**src/rtl/apb_pkg.sv**
```systemverilog
// rtl/apb_pkg.sv - shared APB types: FSM states, default widths, response record
package apb_pkg;

    localparam int DEF_ADDR_W = 8;
    localparam int DEF_DATA_W = 32;

    typedef enum logic [1:0] {
        IDLE   = 2'd0,
        SETUP  = 2'd1,
        ACCESS = 2'd2,
        RESP   = 2'd3
    } apb_state_t;

    typedef struct packed {
        logic [DEF_DATA_W-1:0] rdata;
        logic                  err;
    } apb_rsp_t;

endpackage

```
**src/rtl/apb_timeout_cnt.sv**
```systemverilog
// rtl/apb_timeout_cnt.sv - ACCESS wait-state counter, used when APB_MASTER_TIMEOUT_EN is defined
module apb_timeout_cnt #(
    parameter int TIMEOUT_CYC = 16
) (
    input  logic clk,
    input  logic reset,
    input  logic clear,
    input  logic enable,
    output logic expired
);

    localparam int CNT_W = $clog2(TIMEOUT_CYC + 1);

    logic [CNT_W-1:0] cnt_q;
    logic [CNT_W-1:0] cnt_d;

    // expired flags the wait cycle in which the count reaches TIMEOUT_CYC
    assign expired = (cnt_q == CNT_W'(TIMEOUT_CYC - 1));

    always_comb begin
        cnt_d = cnt_q;
        if (clear) begin
            cnt_d = '0;
        end else if (enable && (cnt_q != CNT_W'(TIMEOUT_CYC))) begin
            cnt_d = cnt_q + CNT_W'(1);
        end
    end

    always_ff @(posedge clk or negedge reset) begin
        if (!reset) begin
            cnt_q <= '0;
        end else begin
            cnt_q <= cnt_d;
        end
    end

endmodule

```
**src/rtl/apb_master.sv**
```systemverilog
// rtl/apb_master.sv - valid/ready command to APB3 master, one transfer in flight.
// Optional ACCESS timeout enabled by defining APB_MASTER_TIMEOUT_EN.
module apb_master
    import apb_pkg::*;
#(
    parameter int ADDR_W      = DEF_ADDR_W,
    parameter int DATA_W      = DEF_DATA_W,
    parameter int TIMEOUT_CYC = 16
) (
    input  logic              clk,
    input  logic              reset,
    input  logic              req_valid,
    output logic              req_ready,
    input  logic              req_write,
    input  logic [ADDR_W-1:0] req_addr,
    input  logic [DATA_W-1:0] req_wdata,
    output logic              rsp_valid,
    input  logic              rsp_ready,
    output logic [DATA_W-1:0] rsp_rdata,
    output logic              rsp_err,
    output logic              psel,
    output logic              penable,
    output logic              pwrite,
    output logic [ADDR_W-1:0] paddr,
    output logic [DATA_W-1:0] pwdata,
    input  logic [DATA_W-1:0] prdata,
    input  logic              pready,
    input  logic              pslverr
);

    apb_state_t        state_q, state_d;
    logic              req_ready_q, req_ready_d;
    logic              psel_q, psel_d;
    logic              penable_q, penable_d;
    logic              pwrite_q, pwrite_d;
    logic [ADDR_W-1:0] paddr_q, paddr_d;
    logic [DATA_W-1:0] pwdata_q, pwdata_d;
    logic              rsp_valid_q, rsp_valid_d;
    logic [DATA_W-1:0] rsp_rdata_q, rsp_rdata_d;
    logic              rsp_err_q, rsp_err_d;
    logic              accept;
    logic              timeout_expired;

    assign accept = (state_q == IDLE) && req_valid && req_ready_q;

`ifdef APB_MASTER_TIMEOUT_EN
    apb_timeout_cnt #(
        .TIMEOUT_CYC(TIMEOUT_CYC)
    ) u_timeout_cnt (
        .clk    (clk),
        .reset  (reset),
        .clear  (accept),
        .enable ((state_q == ACCESS) && !pready),
        .expired(timeout_expired)
    );
`else
    assign timeout_expired = 1'b0;
`endif

    always_comb begin
        state_d     = state_q;
        psel_d      = psel_q;
        penable_d   = penable_q;
        pwrite_d    = pwrite_q;
        paddr_d     = paddr_q;
        pwdata_d    = pwdata_q;
        rsp_valid_d = rsp_valid_q;
        rsp_rdata_d = rsp_rdata_q;
        rsp_err_d   = rsp_err_q;
        case (state_q)
            IDLE: begin
                if (accept) begin
                    pwrite_d  = req_write;
                    paddr_d   = req_addr;
                    pwdata_d  = req_wdata;
                    psel_d    = 1'b1;
                    penable_d = 1'b0;
                    state_d   = SETUP;
                end
            end
            SETUP: begin
                penable_d = 1'b1;
                state_d   = ACCESS;
            end
            ACCESS: begin
                // pready wins over a timeout landing in the same cycle
                if (pready) begin
                    rsp_rdata_d = (pwrite_q || pslverr) ? '0 : prdata;
                    rsp_err_d   = pslverr;
                    psel_d      = 1'b0;
                    penable_d   = 1'b0;
                    rsp_valid_d = 1'b1;
                    state_d     = RESP;
                end else if (timeout_expired) begin
                    rsp_rdata_d = '0;
                    rsp_err_d   = 1'b1;
                    psel_d      = 1'b0;
                    penable_d   = 1'b0;
                    rsp_valid_d = 1'b1;
                    state_d     = RESP;
                end
            end
            RESP: begin
                if (rsp_ready) begin
                    rsp_valid_d = 1'b0;
                    state_d     = IDLE;
                end
            end
            default: state_d = IDLE;
        endcase
        req_ready_d = (state_d == IDLE);
    end

    always_ff @(posedge clk or negedge reset) begin
        if (!reset) begin
            state_q     <= IDLE;
            req_ready_q <= 1'b0;
            psel_q      <= 1'b0;
            penable_q   <= 1'b0;
            pwrite_q    <= 1'b0;
            paddr_q     <= '0;
            pwdata_q    <= '0;
            rsp_valid_q <= 1'b0;
            rsp_rdata_q <= '0;
            rsp_err_q   <= 1'b0;
        end else begin
            state_q     <= state_d;
            req_ready_q <= req_ready_d;
            psel_q      <= psel_d;
            penable_q   <= penable_d;
            pwrite_q    <= pwrite_d;
            paddr_q     <= paddr_d;
            pwdata_q    <= pwdata_d;
            rsp_valid_q <= rsp_valid_d;
            rsp_rdata_q <= rsp_rdata_d;
            rsp_err_q   <= rsp_err_d;
        end
    end

    assign req_ready = req_ready_q;
    assign psel      = psel_q;
    assign penable   = penable_q;
    assign pwrite    = pwrite_q;
    assign paddr     = paddr_q;
    assign pwdata    = pwdata_q;
    assign rsp_valid = rsp_valid_q;
    assign rsp_rdata = rsp_rdata_q;
    assign rsp_err   = rsp_err_q;

endmodule

```
**config.mk**
```make
export PLATFORM = sky130hd
export DESIGN_NAME = apb_master
export DESIGN_NICKNAME = d
export VERILOG_FILES = /design/src/rtl/apb_pkg.sv /design/src/rtl/apb_timeout_cnt.sv /design/src/rtl/apb_master.sv
export SDC_FILE = /design/constraint.sdc
export NUM_CORES = 1
export LEC_CHECK = 0
export CAP_MARGIN = 20
export CORE_MARGIN = 2
export CORE_UTILIZATION = 43
export DETAILED_ROUTE_END_ITERATION = 10
export GPL_ROUTABILITY_DRIVEN = 0
export PLACE_DENSITY = 0.93
export SYNTH_ARGS = -nofsm -noshare
export SYNTH_HDL_FRONTEND = slang
export SYNTH_SLANG_ARGS = --single-unit
```
**constraint.sdc**
```tcl
create_clock -name clk -period 2.3 [get_ports clk]
set_input_delay 0.23 -clock clk [delete_from_list [all_inputs] [get_ports clk]]
set_output_delay 0.23 -clock clk [all_outputs]
set_load 0.01 [all_outputs]
```
[After elaboration in Yosys (flattened, before gate mapping)]
Cells that the tools add are included.
Word-level totals
  register bits: 80
  input bits: 79
  output and inout port bits: 78
  word-level logic and storage cells: 42
Operators by class
  equal/unequal tests: 6
  muxes and demuxes: 13
  reductions and logical operators: 13
Operator list (count)
  $mux 32: 1
  $reduce_and 3->1: 3
  $pmux 2 s4: 1
  $mux 2: 3
  $ne 2x2->1 const B: 3
  $mux 1: 5
  $eq 2x2->1 const B: 2
  $logic_not 2->1: 2
  $pmux 1 s2: 2
  $reduce_and 2->1: 2
  $reduce_bool 2->1: 2
  $pmux 1 s3: 1
  $reduce_bool 3->1: 1
  $eq 2x1->1 const B: 1
  $logic_and 1x1->1: 2
  $logic_or 1x1->1: 1

[Logic depth before layout (Yosys ltp)]
  word-level depth: 6
  mapped depth: 6
  gate-level depth less buffers: 3

[Least setup slack after synthesis]
Ideal clock, no wire load.
  path kind: flip-flop to flip-flop
  start: register state_q[1]
  end: register paddr_q[0], in the netlist paddr[0]
  setup time: 0.127 ns
  arrival: 1.385 ns
  data required time: 2.173 ns
  setup slack: 0.788 ns
  cell stages (with the launch flop): 6
  path buffers: 3
  clock period less this slack: 1.512 ns
  cell sequence: dfrtp_1 buf_2 nor4bb_4 buf_6 buf_6 mux2_1
Between the ends
  word-level cells in the longest chain between the ends: 4
RTL lines
  from (decl): line apb_master.sv:31  | apb_state_t state_q, state_d;
  from (signal assigned): line apb_master.sv:127  | state_q <= state_d;
  $logic_not 2->1 *: line apb_master.sv:44, apb_master.sv:70
  $logic_and 1x1->1 (2 in series): line apb_master.sv:44  | assign accept = (state_q == IDLE) && req_valid && req_ready_q;
  $reduce_and 2->1 (no source line) *
  to (signal assigned): line apb_master.sv:132  | paddr_q <= paddr_d;
  to (decl): line apb_master.sv:36  | logic [ADDR_W-1:0] paddr_q, paddr_d;
Mark *: on every way between the ends. The rest lies on a longest branch, timed or not.
A chain may end at the register's enable or synchronous reset.

[Worst setup path in the final report]
  start: register state_q[1]
  end: register paddr_q[3], in the netlist paddr[3]
The elaborated chain is that of the path after synthesis.

==> results <==
- The run finished with clean final reports.
- The top cell types in the final layout, fill and taps aside, are sky130_fd_sc_hd__clkdlybuf4s50_1 (155), sky130_fd_sc_hd__dfrtp_1 (80), sky130_fd_sc_hd__nand2_1 (67).
- The die outline width is 88.8 um.
- For this design the ratio of total power to cell area is 1260 nW/um2.
- The cell area after technology mapping is 3090 um2.
- Of the synthesized area, sequential elements account for 0.647.
- The full die area is 7890 um2.
- The post-detailed-route count of antenna-violating nets is 0.
- In the final layout, the share of cells above drive strength 1 is 0.0533.
- The final critical delay including setup and external delays is 1.65 ns.
- The achievable frequency is 604 MHz.
- Including well taps, the total number of placed cells is 492.
- The synthesized design contains 80 register bits.
- The worst setup path is captured at a flip-flop.
- The via count normalized by instance count is 4.65.
- The clock tree root buffer cell is sky130_fd_sc_hd__clkbuf_8.
- The slew at the pin closest to its max-slew limit is 0.444 ns.
- The H-tree was split into 3 levels.
- The average detailed-routed wire length per instance is 14.7 um.
- The synthesis-to-finish area growth is 60.5%.
- Hold timing on the final database bottoms out at a slack of 0.390 ns.
- The worst hold path belongs to the class input pin to async pin.
- Once detailed placement completed, the half-perimeter wirelength came to 5500 um.
- In this run the deepest clock path goes through 2 buffers.
- The start-to-end type of the worst setup path is flip-flop to flip-flop.
- Counting the fill cells in the layout gives 487.
- Data on the critical path arrives at its endpoint at 1.86 ns.
- The yosys synthesis warning count is 0.
- The final-report max-slew violation count is 0.
- The kind of launch point of the worst setup path is a flip-flop.
- The number of I/O port buffers is 156.
- For this design the top-level I/O count stands at 157.
- In this run, distinct cell masters in the synthesized netlist total 18.
- The analysis attributes to cell leakage a power of 2.13 nW.
- The detailed-route via count is 2369.
- The remaining max-slew budget at the tightest pin is 0.704.
- Counting every instance in the synthesized netlist gives 252.
- Entering global routing, the biggest net connects 68 pins.
- Summed over all layers, the routed wires come to 7490 um.
- Setup violations remaining at the end of the flow were counted as 0.
- Setup total negative slack on the finished layout was measured at 0 ns.
- The floorplan has 30 rows.
- The number of buffers added by the clock tree synthesis step is 9.
- The die is 88.8 um tall.
- The starting density of the core is 0.450.
- The number of detailed-route iterations in the first pass is 4.
- The number of DRC violations after detailed routing is 0.
- When the netlist entered floorplanning its net count stood at 331.
- The number of antenna violations at the first check in global routing is 0.
- The first global-routing pass estimated 11300 um of wire.
- The clock sink count is 80.
- The worst-case IR drop observed on VDD is 0.607 mV.
- The non-filler instance count after layout is 509.
- Of the available clock period, the critical path in the final layout requires 0.720.
- 0 antenna diodes ended up in the layout.
- For the worst setup path, the data required time is 2.50 ns.
- The number of global-route vias before repair is 2387.
- The placeable core region is 6870 um2.
- Each instance of the synthesized netlist takes up on average 12.3 um2.
- Max-cap violations in this run came to 0.
- The worst-case clock skew is 0.00761 ns.
- TritonCTS built the clock tree.
- The number of endpoints with negative hold slack in the final report is 0.
- The overall track demand over capacity in global routing is 0.189.
- The total congestion overflow is 0.
- The iteration-0 DRC count of the detailed router is 62.
- For this run, the post-layout net count is 487.
- For the worst-skew pair, the clock arrives at the later sink with an insertion delay of 0.32 ns.
- The number of buffers inserted to repair setup after CTS is 0.
- The library cell used most frequently in the layout, excluding fill and tap cells, is sky130_fd_sc_hd__clkdlybuf4s50_1.
- After clock tree synthesis, the clock-pin slew on the worst setup and hold paths is 0.08 ns.
- Setup repair after global routing left no endpoint under its margin.
- In this run the worst path has a maximum fanout of 44.
==> path summary, 6_finish.rpt <==
kind / end / from / slack [ns] / cells past startpoint
setup / recovery: paddr[3]$_DFFE_PN0P_ / state_q[1]$_DFF_PN0_ / 0.65 / 3
hold / removal: rsp_rdata[23]$_DFFE_PN0P_ / reset / 0.39 / 2
setup reg to reg: paddr[3]$_DFFE_PN0P_ / state_q[1]$_DFF_PN0_ / 0.65 / 3
hold reg to reg: rsp_rdata[10]$_DFFE_PN0P_ / rsp_rdata[10]$_DFFE_PN0P_ / 0.48 / 2
max in group asynchronous: pwdata[1]$_DFFE_PN0P_ / reset / 1.31 / 3
min in group clk: rsp_rdata[13]$_DFFE_PN0P_ / prdata[13] / 0.43 / 3
==> cells by family after synthesis <==
kind of cell,count (synthesis),synth area share
flip-flops,80,0.647
buffers and inverters,17,0.0348
multiplexers,42,0.153
AO/OA/AOI/OAI,39,0.0655
AND/OR/NAND/NOR,74,0.0999
==> repair_timing <==
item,4_1_cts,5_1_grt
endpoints found under the hold margin,32,0
hold buffers,1,0
gates resized for setup,0,0
==> critical path, stage by stage (launching register included) <==
cell                       delay (ns)
sky130_fd_sc_hd__dfrtp_1         0.49
sky130_fd_sc_hd__nor4bb_4        0.37
sky130_fd_sc_hd__buf_12          0.29
sky130_fd_sc_hd__mux2_1          0.37
==> report_power, final <==
part	internal [mW]	total, mW	switching, mW
combinational	1.61	2.72	1.11
sequential	2.08	2.48	0.399
clock	0.620	1.08	0.463
total	4.31	6.28	1.97
==> stage by stage <==
step / utilization / setup slack, ns / instance area [um2] / power [mW]
2_1_floorplan: - / 0.788 / 3090 / 3.49
3_3_place_gp: 0.690 / 0.516 / 4740 / 5.11
3_5_place_dp: 0.690 / 0.469 / 4740 / 5.25
4_1_cts: 0.723 / 0.642 / 4970 / 6.35
5_1_grt: 0.723 / 0.556 / 4970 / 6.66
6_report: 0.723 / 0.645 / 4970 / 6.28
==> cell usage after synthesis, drive strengths merged <==
master / instances / share of area
nor2b: 2 / 0.0040
nor4bb: 1 / 0.0081
inv: 1 / 0.0012
buf: 10 / 0.026
nor2: 2 / 0.0024
clkbuf: 6 / 0.0073
dfrtp: 80 / 0.65
nand3: 1 / 0.0016
a21o: 1 / 0.0024
mux2: 42 / 0.15
a21oi: 1 / 0.0016
nand3b: 1 / 0.0024
o21ai: 35 / 0.057
nand2: 67 / 0.081
a211oi: 1 / 0.0024
o21a: 1 / 0.0024
==> flip-flops by register name, indices dropped and copies added, names as in the netlist <==
| name | cells |
|---|---|
| paddr | 8 |
| penable | 1 |
| psel | 1 |
| pwdata | 32 |
| pwrite | 1 |
| req_ready | 1 |
| rsp_err | 1 |
| rsp_rdata | 32 |
| rsp_valid | 1 |
| state_q | 2 |
==> layer usage <==
layer / track usage / wire length [um] / vias up
met2: 0.325 / 3700 / 98
met4: 0.0702 / 87 / 0
met1: 0.225 / 3090 / 1114
met3: 0.0550 / 612 / 8
met5: 0 / 0 / -
li1: - / - / 1149
==> final cells by class <==
cell class	instances	area, um2	area share
Sequential cell	80	2000	0.403
Timing Repair Buffer	161	1640	0.329
Multi-Input combinational cell	155	987	0.199
Clock buffer	14	183	0.0368
Tap cell	96	120	0.0242
Clock inverter	2	35.0	0.00705
Inverter	1	3.75	0.000756
Power figures use the tool's default switching activity.
